File: src/rtl/mod_initiator.sv
// mod_initiator: requesting side of the addr/req/rdy/data/newaddr read interface.
// Takes a 2-bit command on a valid/ready port, holds req high with a stable addr
// until the responder answers with rdy, and retries a bounded number of times
// after each per-attempt timeout. Each result, success or error, is returned on
// a valid/ready response port.
module mod_initiator #(
  parameter int ADDR  = 22,
  parameter int DATA  = 5,
  parameter int WAIT  = 10,
  parameter int RETRY = 2
) (
  input  logic                  clk,
  input  logic                  rst,
  input  logic                  cmd_valid,
  output logic                  cmd_ready,
  input  logic [1:0]            cmd_addr,
  output logic [1:0]            addr,
  output logic                  req,
  input  logic                  rdy,
  input  logic [DATA-1:0]       data,
  input  logic [ADDR-4:0]       newaddr,
  output logic                  rsp_valid,
  input  logic                  rsp_ready,
  output logic [DATA-1:0]       rsp_data,
  output logic [ADDR-4:0]       rsp_addr,
  output logic                  rsp_err,
  output logic [((RETRY > 0) ? $clog2(RETRY + 1) : 1)-1:0] rsp_retries,
  output logic                  busy
);

  localparam int TW = $clog2(WAIT + 1);
  localparam int RW = (RETRY > 0) ? $clog2(RETRY + 1) : 1;

  typedef enum logic [1:0] {
    ST_IDLE,
    ST_WAIT,
    ST_BACKOFF,
    ST_RESP
  } state_t;

  state_t         state;
  logic [TW-1:0]  timer;    // req-high cycles already completed in this attempt
  logic [RW-1:0]  retries;  // retries consumed so far
  logic           last_cycle;
  logic           can_retry;

  // The current WAIT cycle is req-high cycle number timer+1; the attempt ends
  // when that number reaches WAIT.
  assign last_cycle = (timer == TW'(WAIT - 1));
  assign can_retry  = (retries < RW'(RETRY));

  assign cmd_ready = (state == ST_IDLE) && !rst;
  assign busy      = (state != ST_IDLE);

  // Request/response sequencer: accept, hold req, time out and retry, report.
  always_ff @(posedge clk) begin
    if (rst) begin
      state       <= ST_IDLE;
      addr        <= '0;
      req         <= 1'b0;
      timer       <= '0;
      retries     <= '0;
      rsp_valid   <= 1'b0;
      rsp_data    <= '0;
      rsp_addr    <= '0;
      rsp_err     <= 1'b0;
      rsp_retries <= '0;
    end else begin
      case (state)
        ST_IDLE: begin
          if (cmd_valid) begin
            addr    <= cmd_addr;
            req     <= 1'b1;
            timer   <= '0;
            retries <= '0;
            state   <= ST_WAIT;
          end
        end
        ST_WAIT: begin
          if (rdy) begin
            // A response on the timeout cycle still counts as a success.
            rsp_data    <= data;
            rsp_addr    <= newaddr;
            rsp_err     <= 1'b0;
            rsp_retries <= retries;
            rsp_valid   <= 1'b1;
            req         <= 1'b0;
            state       <= ST_RESP;
          end else if (last_cycle) begin
            req <= 1'b0;
            if (can_retry) begin
              retries <= retries + 1'b1;
              state   <= ST_BACKOFF;
            end else begin
              rsp_data    <= '0;
              rsp_addr    <= '0;
              rsp_err     <= 1'b1;
              rsp_retries <= RW'(RETRY);
              rsp_valid   <= 1'b1;
              state       <= ST_RESP;
            end
          end else begin
            timer <= timer + 1'b1;
          end
        end
        ST_BACKOFF: begin
          // One idle cycle with req low, then a fresh attempt at the same addr.
          req   <= 1'b1;
          timer <= '0;
          state <= ST_WAIT;
        end
        ST_RESP: begin
          if (rsp_ready) begin
            rsp_valid <= 1'b0;
            state     <= ST_IDLE;
          end
        end
        default: state <= ST_IDLE;
      endcase
    end
  end

endmodule

File: config.mk
export PLATFORM = sky130hd
export DESIGN_NAME = mod_initiator
export DESIGN_NICKNAME = d
export VERILOG_FILES = /design/src/rtl/mod_initiator.sv
export SDC_FILE = /design/constraint.sdc
export NUM_CORES = 1
export LEC_CHECK = 0
export ABC_AREA = 1
export CORE_MARGIN = 2
export CORE_UTILIZATION = 24
export CTS_BUF_LIST = sky130_fd_sc_hd__clkbuf_4 sky130_fd_sc_hd__clkbuf_8 sky130_fd_sc_hd__clkbuf_16
export DETAILED_ROUTE_END_ITERATION = 10
export GPL_TIMING_DRIVEN = 0
export SYNTH_ARGS = -nofsm -noshare
export SYNTH_HDL_FRONTEND = slang
export SYNTH_SLANG_ARGS = --single-unit
File: constraint.sdc
create_clock -name clk -period 1.82 [get_ports clk]
set_clock_uncertainty 0.05 [all_clocks]
set_input_delay 0.182 -clock clk [delete_from_list [all_inputs] [get_ports clk]]
set_output_delay 0.182 -clock clk [all_outputs]
set_load 0.02 [all_outputs]
# --- Word-level counts from Yosys, hierarchy flattened ---
# Index checks and enable logic that the tools add are counted.
totals:
  ff_bits: 39
  inputBits: 31
  elab_cells: 75
classes:
  addsub: 2
  n_lt_le_gt_ge: 1
  n_eq_ne: 13
  muxes: 34
  n_reduce_logical: 15
ops:
  columns: ["operator", "count"]
  rows:
  - ["19-bit 2-to-1 mux", 3]
  - ["2-bit 2-to-1 mux", 11]
  - ["5-bit 2-to-1 mux", 3]
  - ["2-bit inequality test, second input constant", 7]
  - ["4-bit 2-to-1 mux", 3]
  - ["4-bit one-hot mux with 3 select lines", 1]
  - ["1-bit 2-to-1 mux", 9]
  - ["3-bit AND reduction", 3]
  - ["2-bit one-hot mux with 4 select lines", 1]
  - ["4-bit AND reduction", 2]
  - ["2-bit nonzero test", 4]
  - ["3-bit inequality test, second input constant", 2]
  - ["5-bit AND reduction", 1]
  - ["4-bit by 1-bit adder with 4-bit output, second input constant", 1]
  - ["2-bit == test, second input constant", 2]
  - ["4-bit == test, second input constant", 1]
  - ["2-bit one-hot mux with 2 select lines", 1]
  - ["1-bit one-hot mux with 3 select lines", 1]
  - ["3-bit nonzero test", 1]
  - ["2-bit by 1-bit adder with 2-bit output, second input constant", 1]
  - ["2-bit by 1-bit == test with 1-bit output, second input constant", 1]
  - ["2-bit zero test", 1]
  - ["2-bit less-than comparator, second input constant", 1]
  - ["1-bit one-hot mux with 2 select lines", 1]
  - ["3 further kinds", 3]

# --- Depth between registers and ports, before layout ---
depth:
  depth_word: 5
  depth_mapped: 9

# --- Worst setup path after synthesis ---
# Ideal clock, no wire load.
synth_path:
  path_kind: "flip-flop to flip-flop"
  start: "register timer[0]"
  end: "register rsp_data[4]"
  setup_ps: 132
  arrival_ps: 1087
  slack_ps: 550
  path_stages_with_launch: 8
  path_buffers: 1
  cell_sequence: "dfxtp_1 ha_1 nand3_1 nand2_2 nand3_4 buf_6 nand2_1 a21oi_1"
synth_via:
  elab_chain_cells: 3
synth_lines:
  columns: ["element", "line_no", "source"]
  rows:
  - ["start: declaration", "42", "logic [TW-1:0] timer;"]
  - ["start signal: assignment", "103", "timer <= timer + 1'b1;"]
  - ["4-bit == test", "49", "assign last_cycle = (timer == TW'(WAIT - 1));"]
  - ["2-bit nonzero test (no line)", null, null]
  - ["3-bit AND reduction (no line)", null, null]
  - ["end signal: assignment", "82", "rsp_data <= data;"]
  - ["end: declaration", "24", "output logic [DATA-1:0] rsp_data,"]
# No other way between the ends.
# A chain may end at the register's enable or synchronous reset.

# --- Worst setup path after layout ---
layout_path:
  start: "register state[0]"
  end: "output busy"
layout_via:
  elab_chain_cells: 1
layout_lines:
  columns: ["element", "line_no", "source"]
  rows:
  - ["start: declaration", "41", "state_t state;"]
  - ["start signal: assignment", "58", "state <= ST_IDLE;"]
  - ["start signal: assignment", "76", "state <= ST_WAIT;"]
  - ["start signal: assignment", "88", "state <= ST_RESP;"]
  - ["2-bit nonzero test", "53", "assign busy = (state != ST_IDLE);"]
  - ["end: declaration", "28", "output logic busy"]
# No other way between the ends.

==> results.md <==
- The height of the die is between 80 and 90 um.
- Data on the critical path is required at its endpoint by 1.59 ns.
- The standard-cell row count is 29.
- The synthesized-area fraction occupied by xor and xnor cells is 0.
- Global routing finished with a remaining overflow of 0.
- In this run the count of I/O pins placed on the die edge is 64.
- After detailed routing, the average wire length per cell comes to 10.7 um.
- At the end of the flow the core is filled with cells to 0.377.
- Max-cap violations in this run came to 0.
- The root buffer cell is sky130_fd_sc_hd__clkbuf_8.
- Routability-driven placement finished with a final weighted congestion of 0.816.
- The number of buffers inserted by port buffering is between 60 and 70.
- The share of the Yosys chip area taken by registers is 0.496.
- After technology mapping, the gate count stands at 217.
- The number of hold-repair buffers added at the cts stage is 0.
- The final count of hold timing violations was 0.
- Measured against its own limit, the worst slew margin works out to 0.677.
- The HPWL after detailed placement is 2.93 mm.
- The fraction of power spent switching nets is 0.272.
- In the global route stage, overall resource usage came out at 0.109.
- The element type at the critical path end is a primary output.
- The die covers 7220 sq um.
- In this run the remaining antenna-violating nets after routing total 0.
- The run finished with clean final reports.
- The ratio of total power to cell area is around 800 nW/um^2.
- The final net count is between 300 and 400.
- The final wirelength is roughly 3.9 mm.
- IR analysis of the VDD net gives a maximum drop of slightly below 0.4 mV.
- Summing every instance area after synthesis gives 1570 sq um.
- The largest area contributor in the netlist is sky130_fd_sc_hd__dfxtp_1.
- TritonCTS built the clock tree.
- The horizontal die dimension is 85.0 um.
- The largest fanout of any net on the critical path is 4.
- At the pin with the least slew margin, the transition time is between 0.4 and 0.5 ns.
- For this run, the top clock speed supported by timing is 595 MHz.
- The share of total power dissipated in combinational logic is 0.206.
- Cell internal power was estimated by the tool at 1390 uW.
- The initial antenna violation count is 0.
- The sequential cell fraction of total power is 0.488.
- The via count of the first global-routing pass is 1,466.
- The type of the setup path with the least slack is register to primary output.
- Yosys attributes the largest share of cell area to sky130_fd_sc_hd__dfxtp_1 (50%), sky130_fd_sc_hd__nand2_1 (20%), sky130_fd_sc_hd__a21oi_1 (11%), sky130_fd_sc_hd__nor2_1 (4.8%), sky130_fd_sc_hd__inv_1 (3.6%).
- STA classifies the critical path startpoint as a register.
- The H-tree generated during clock tree synthesis spans 2 levels.
- The number of DRC markers after the initial detailed-route iteration is 63.
- Setup repair after global routing left no endpoint under its margin.
- The average footprint of a synthesized cell is 7.25 sq um.
- The share of synthesized area in the top cell type comes to 0.496.
- The number of remaining DRC errors is 0.
- The pre-antenna-repair detailed-routing pass consisted of 6 iterations.
- Dividing the detail-routed via count by the number of cells gives 4.25.
- The first global-routing pass estimated 6.47 mm of wire.
- The tree built by TritonCTS fans out to 39 sinks.
- The final count of negative-setup-slack endpoints is 0.
- The leakage power of the design is ~0.0009 uW.
- The post-CTS setup buffer count is 0.
- The post-synthesis share of cell area spent on and, or, nand and nor gates is 0.288.
- Clock tree synthesis inserted a total of 5 buffers.
- The clock latency on the worst-skew pair is 0.28 ns.
- The core outline area is 6350 sq um.
- The proportion of synthesized area in mux cells is 0.
- Of the available clock period, the critical path in the final layout requires 0.923.
- Clock-pin slew was measured on the worst setup and hold paths at 0.07 ns.
- Summing over every cut layer, the via total after detailed routing is 1,552.
- The area fraction in compound gates after synthesis is 0.131.
- Data arrives at the worst endpoint at 1.45 ns.
- The number of distinct library cells after synthesis is 16.
- The worst path needs 1.68 ns of the cycle, external delays included.
- The number of nets in the synthesized netlist is 250.
- The net switching power is 517 uW.
- The class of the most critical hold timing path is primary input to register.
- The initial cell density of the core is 0.248.
- The number of antenna diodes in the final layout is 0.
- The area growth from synthesis to final layout is 52.0%.
- No sink is reached through more buffers than the 2 on the longest clock path.
- The share of final-layout standard cells stronger than drive strength 1 is 0.0625.
- The flip-flop and latch count after synthesis is 39.
- Of the total synthesized cell area, the portion taken by full adders, half adders and majority gates is 0.0159.
- The maximum number of pins on one net before global-route repair is 12.
- The total of cells resized after clock tree synthesis is 3.
- The main combinational cell family by area after synthesis is simple AND/OR/NAND/NOR gates.
- The final-layout setup total negative slack is 0 ns.
- The count of final max-slew check failures is 0.
- The share of total power dissipated in the clock network is 0.307.
- The yosys synthesis warning count is 0.
==> power by group through the flow <==
| stage | Sequential [uW] | Combinational [uW] | Clock [uW] |
|---|---|---|---|
| 5_1_grt | 934 | 431 | 645 |
| 2_1_floorplan | 990 | 163 | 0 |
| 4_1_cts | 928 | 397 | 616 |
| 3_3_place_gp | 947 | 395 | 0 |
| 3_5_place_dp | 947 | 397 | 0 |
| 6_report | 928 | 391 | 584 |
==> flip-flops by register name, indices dropped and copies added (netlist names) <==
register / flops
rsp_err: 1
rsp_valid: 1
retries: 2
state: 2
rsp_data: 5
req: 1
rsp_addr: 19
addr: 2
timer: 4
rsp_retries: 2
==> worst paths after layout <==
path	end	depth (start not counted)	start	slack [ns]
setup / recovery	busy	3	state[0]	0.14
hold / removal	rsp_addr[17]	3	newaddr[17]	0.40
setup reg to reg	rsp_err	7	timer[0]	0.40
hold reg to reg	rsp_valid	2	rsp_valid	0.40
==> critical path, stage by stage (launching register included) <==
cell and delay (ns):
sky130_fd_sc_hd__dfxtp_1 0.34, sky130_fd_sc_hd__nor2_1 0.20, sky130_fd_sc_hd__inv_1 0.08, sky130_fd_sc_hd__clkdlybuf4s50_1 0.54
==> per-layer routing <==
layer	wire [um]	track usage	up-vias	part of all wire
li1	-	-	821	-
met1	1850	0.141	684	0.47
met2	1730	0.165	44	0.44
met3	318	0.0467	3	0.081
met4	23	0.0303	0	0.0059
met5	0	0	-	0
==> cell families after synthesis <==
kind of cell | after synthesis
AND/OR/NAND/NOR | 112
AO/OA/AOI/OAI | 41
flip-flops | 39
buffers and inverters | 23
adder cells (fa/ha/maj) | 2
==> cells in the mapped netlist <==
master                     number
sky130_fd_sc_hd__a21oi_1       35
sky130_fd_sc_hd__o21ai_0        5
sky130_fd_sc_hd__clkbuf_1       3
sky130_fd_sc_hd__dfxtp_1       39
sky130_fd_sc_hd__ha_1           2
sky130_fd_sc_hd__nand3_1        5
sky130_fd_sc_hd__inv_2          1
sky130_fd_sc_hd__a31oi_1        1
sky130_fd_sc_hd__nand3_4        1
sky130_fd_sc_hd__nor2_4         1
sky130_fd_sc_hd__nor2_1        20
sky130_fd_sc_hd__buf_6          2
sky130_fd_sc_hd__buf_4          2
sky130_fd_sc_hd__nand2_1       83
sky130_fd_sc_hd__inv_1         15
sky130_fd_sc_hd__nand2_2        2
==> cells in the final DEF, fill, tap and decap left out <==
cell and n:
sky130_fd_sc_hd__inv_2 1, sky130_fd_sc_hd__nand2_2 2, sky130_fd_sc_hd__dlygate4sd2_1 1, sky130_fd_sc_hd__clkbuf_1 2, sky130_fd_sc_hd__ha_1 2, sky130_fd_sc_hd__clkbuf_4 3
sky130_fd_sc_hd__nor2_4 1, sky130_fd_sc_hd__o21ai_0 5, sky130_fd_sc_hd__buf_4 2, sky130_fd_sc_hd__clkdlybuf4s50_1 62, sky130_fd_sc_hd__buf_6 2, sky130_fd_sc_hd__nand2_1 83
sky130_fd_sc_hd__inv_1 15, sky130_fd_sc_hd__nand3_1 5, sky130_fd_sc_hd__dfxtp_1 39, sky130_fd_sc_hd__clkbuf_8 5, sky130_fd_sc_hd__a21oi_1 35, sky130_fd_sc_hd__a31oi_1 1
sky130_fd_sc_hd__nand3_4 1, sky130_fd_sc_hd__clkinv_2 1, sky130_fd_sc_hd__nor2_1 20
==> per-stage QoR <==
step | total power, uW | area (sq um) | hold WS, ns | setup WS, ns | instances
2_1_floorplan | 1150 | 1570 | 0.201 | 0.550 | 217
3_3_place_gp | 1340 | 2300 | 0.390 | -0.254 | 357
3_5_place_dp | 1340 | 2300 | 0.393 | -0.248 | 357
4_1_cts | 1940 | 2390 | 0.385 | 0.120 | 365
5_1_grt | 2010 | 2390 | 0.397 | 0.0582 | 365
6_report | 1900 | 2390 | 0.396 | 0.140 | 365
==> layout make-up <==
type	count	area, sq um
inverter	16	60.1
clock buffer	7	83.8
multi-input combinational	155	684
fill	663	3960
tap	77	96.3
timing repair buffer	63	629
buffer	7	52.6
clock inverter	1	5.00
sequential	39	781
(Power assumes the default switching activity.)
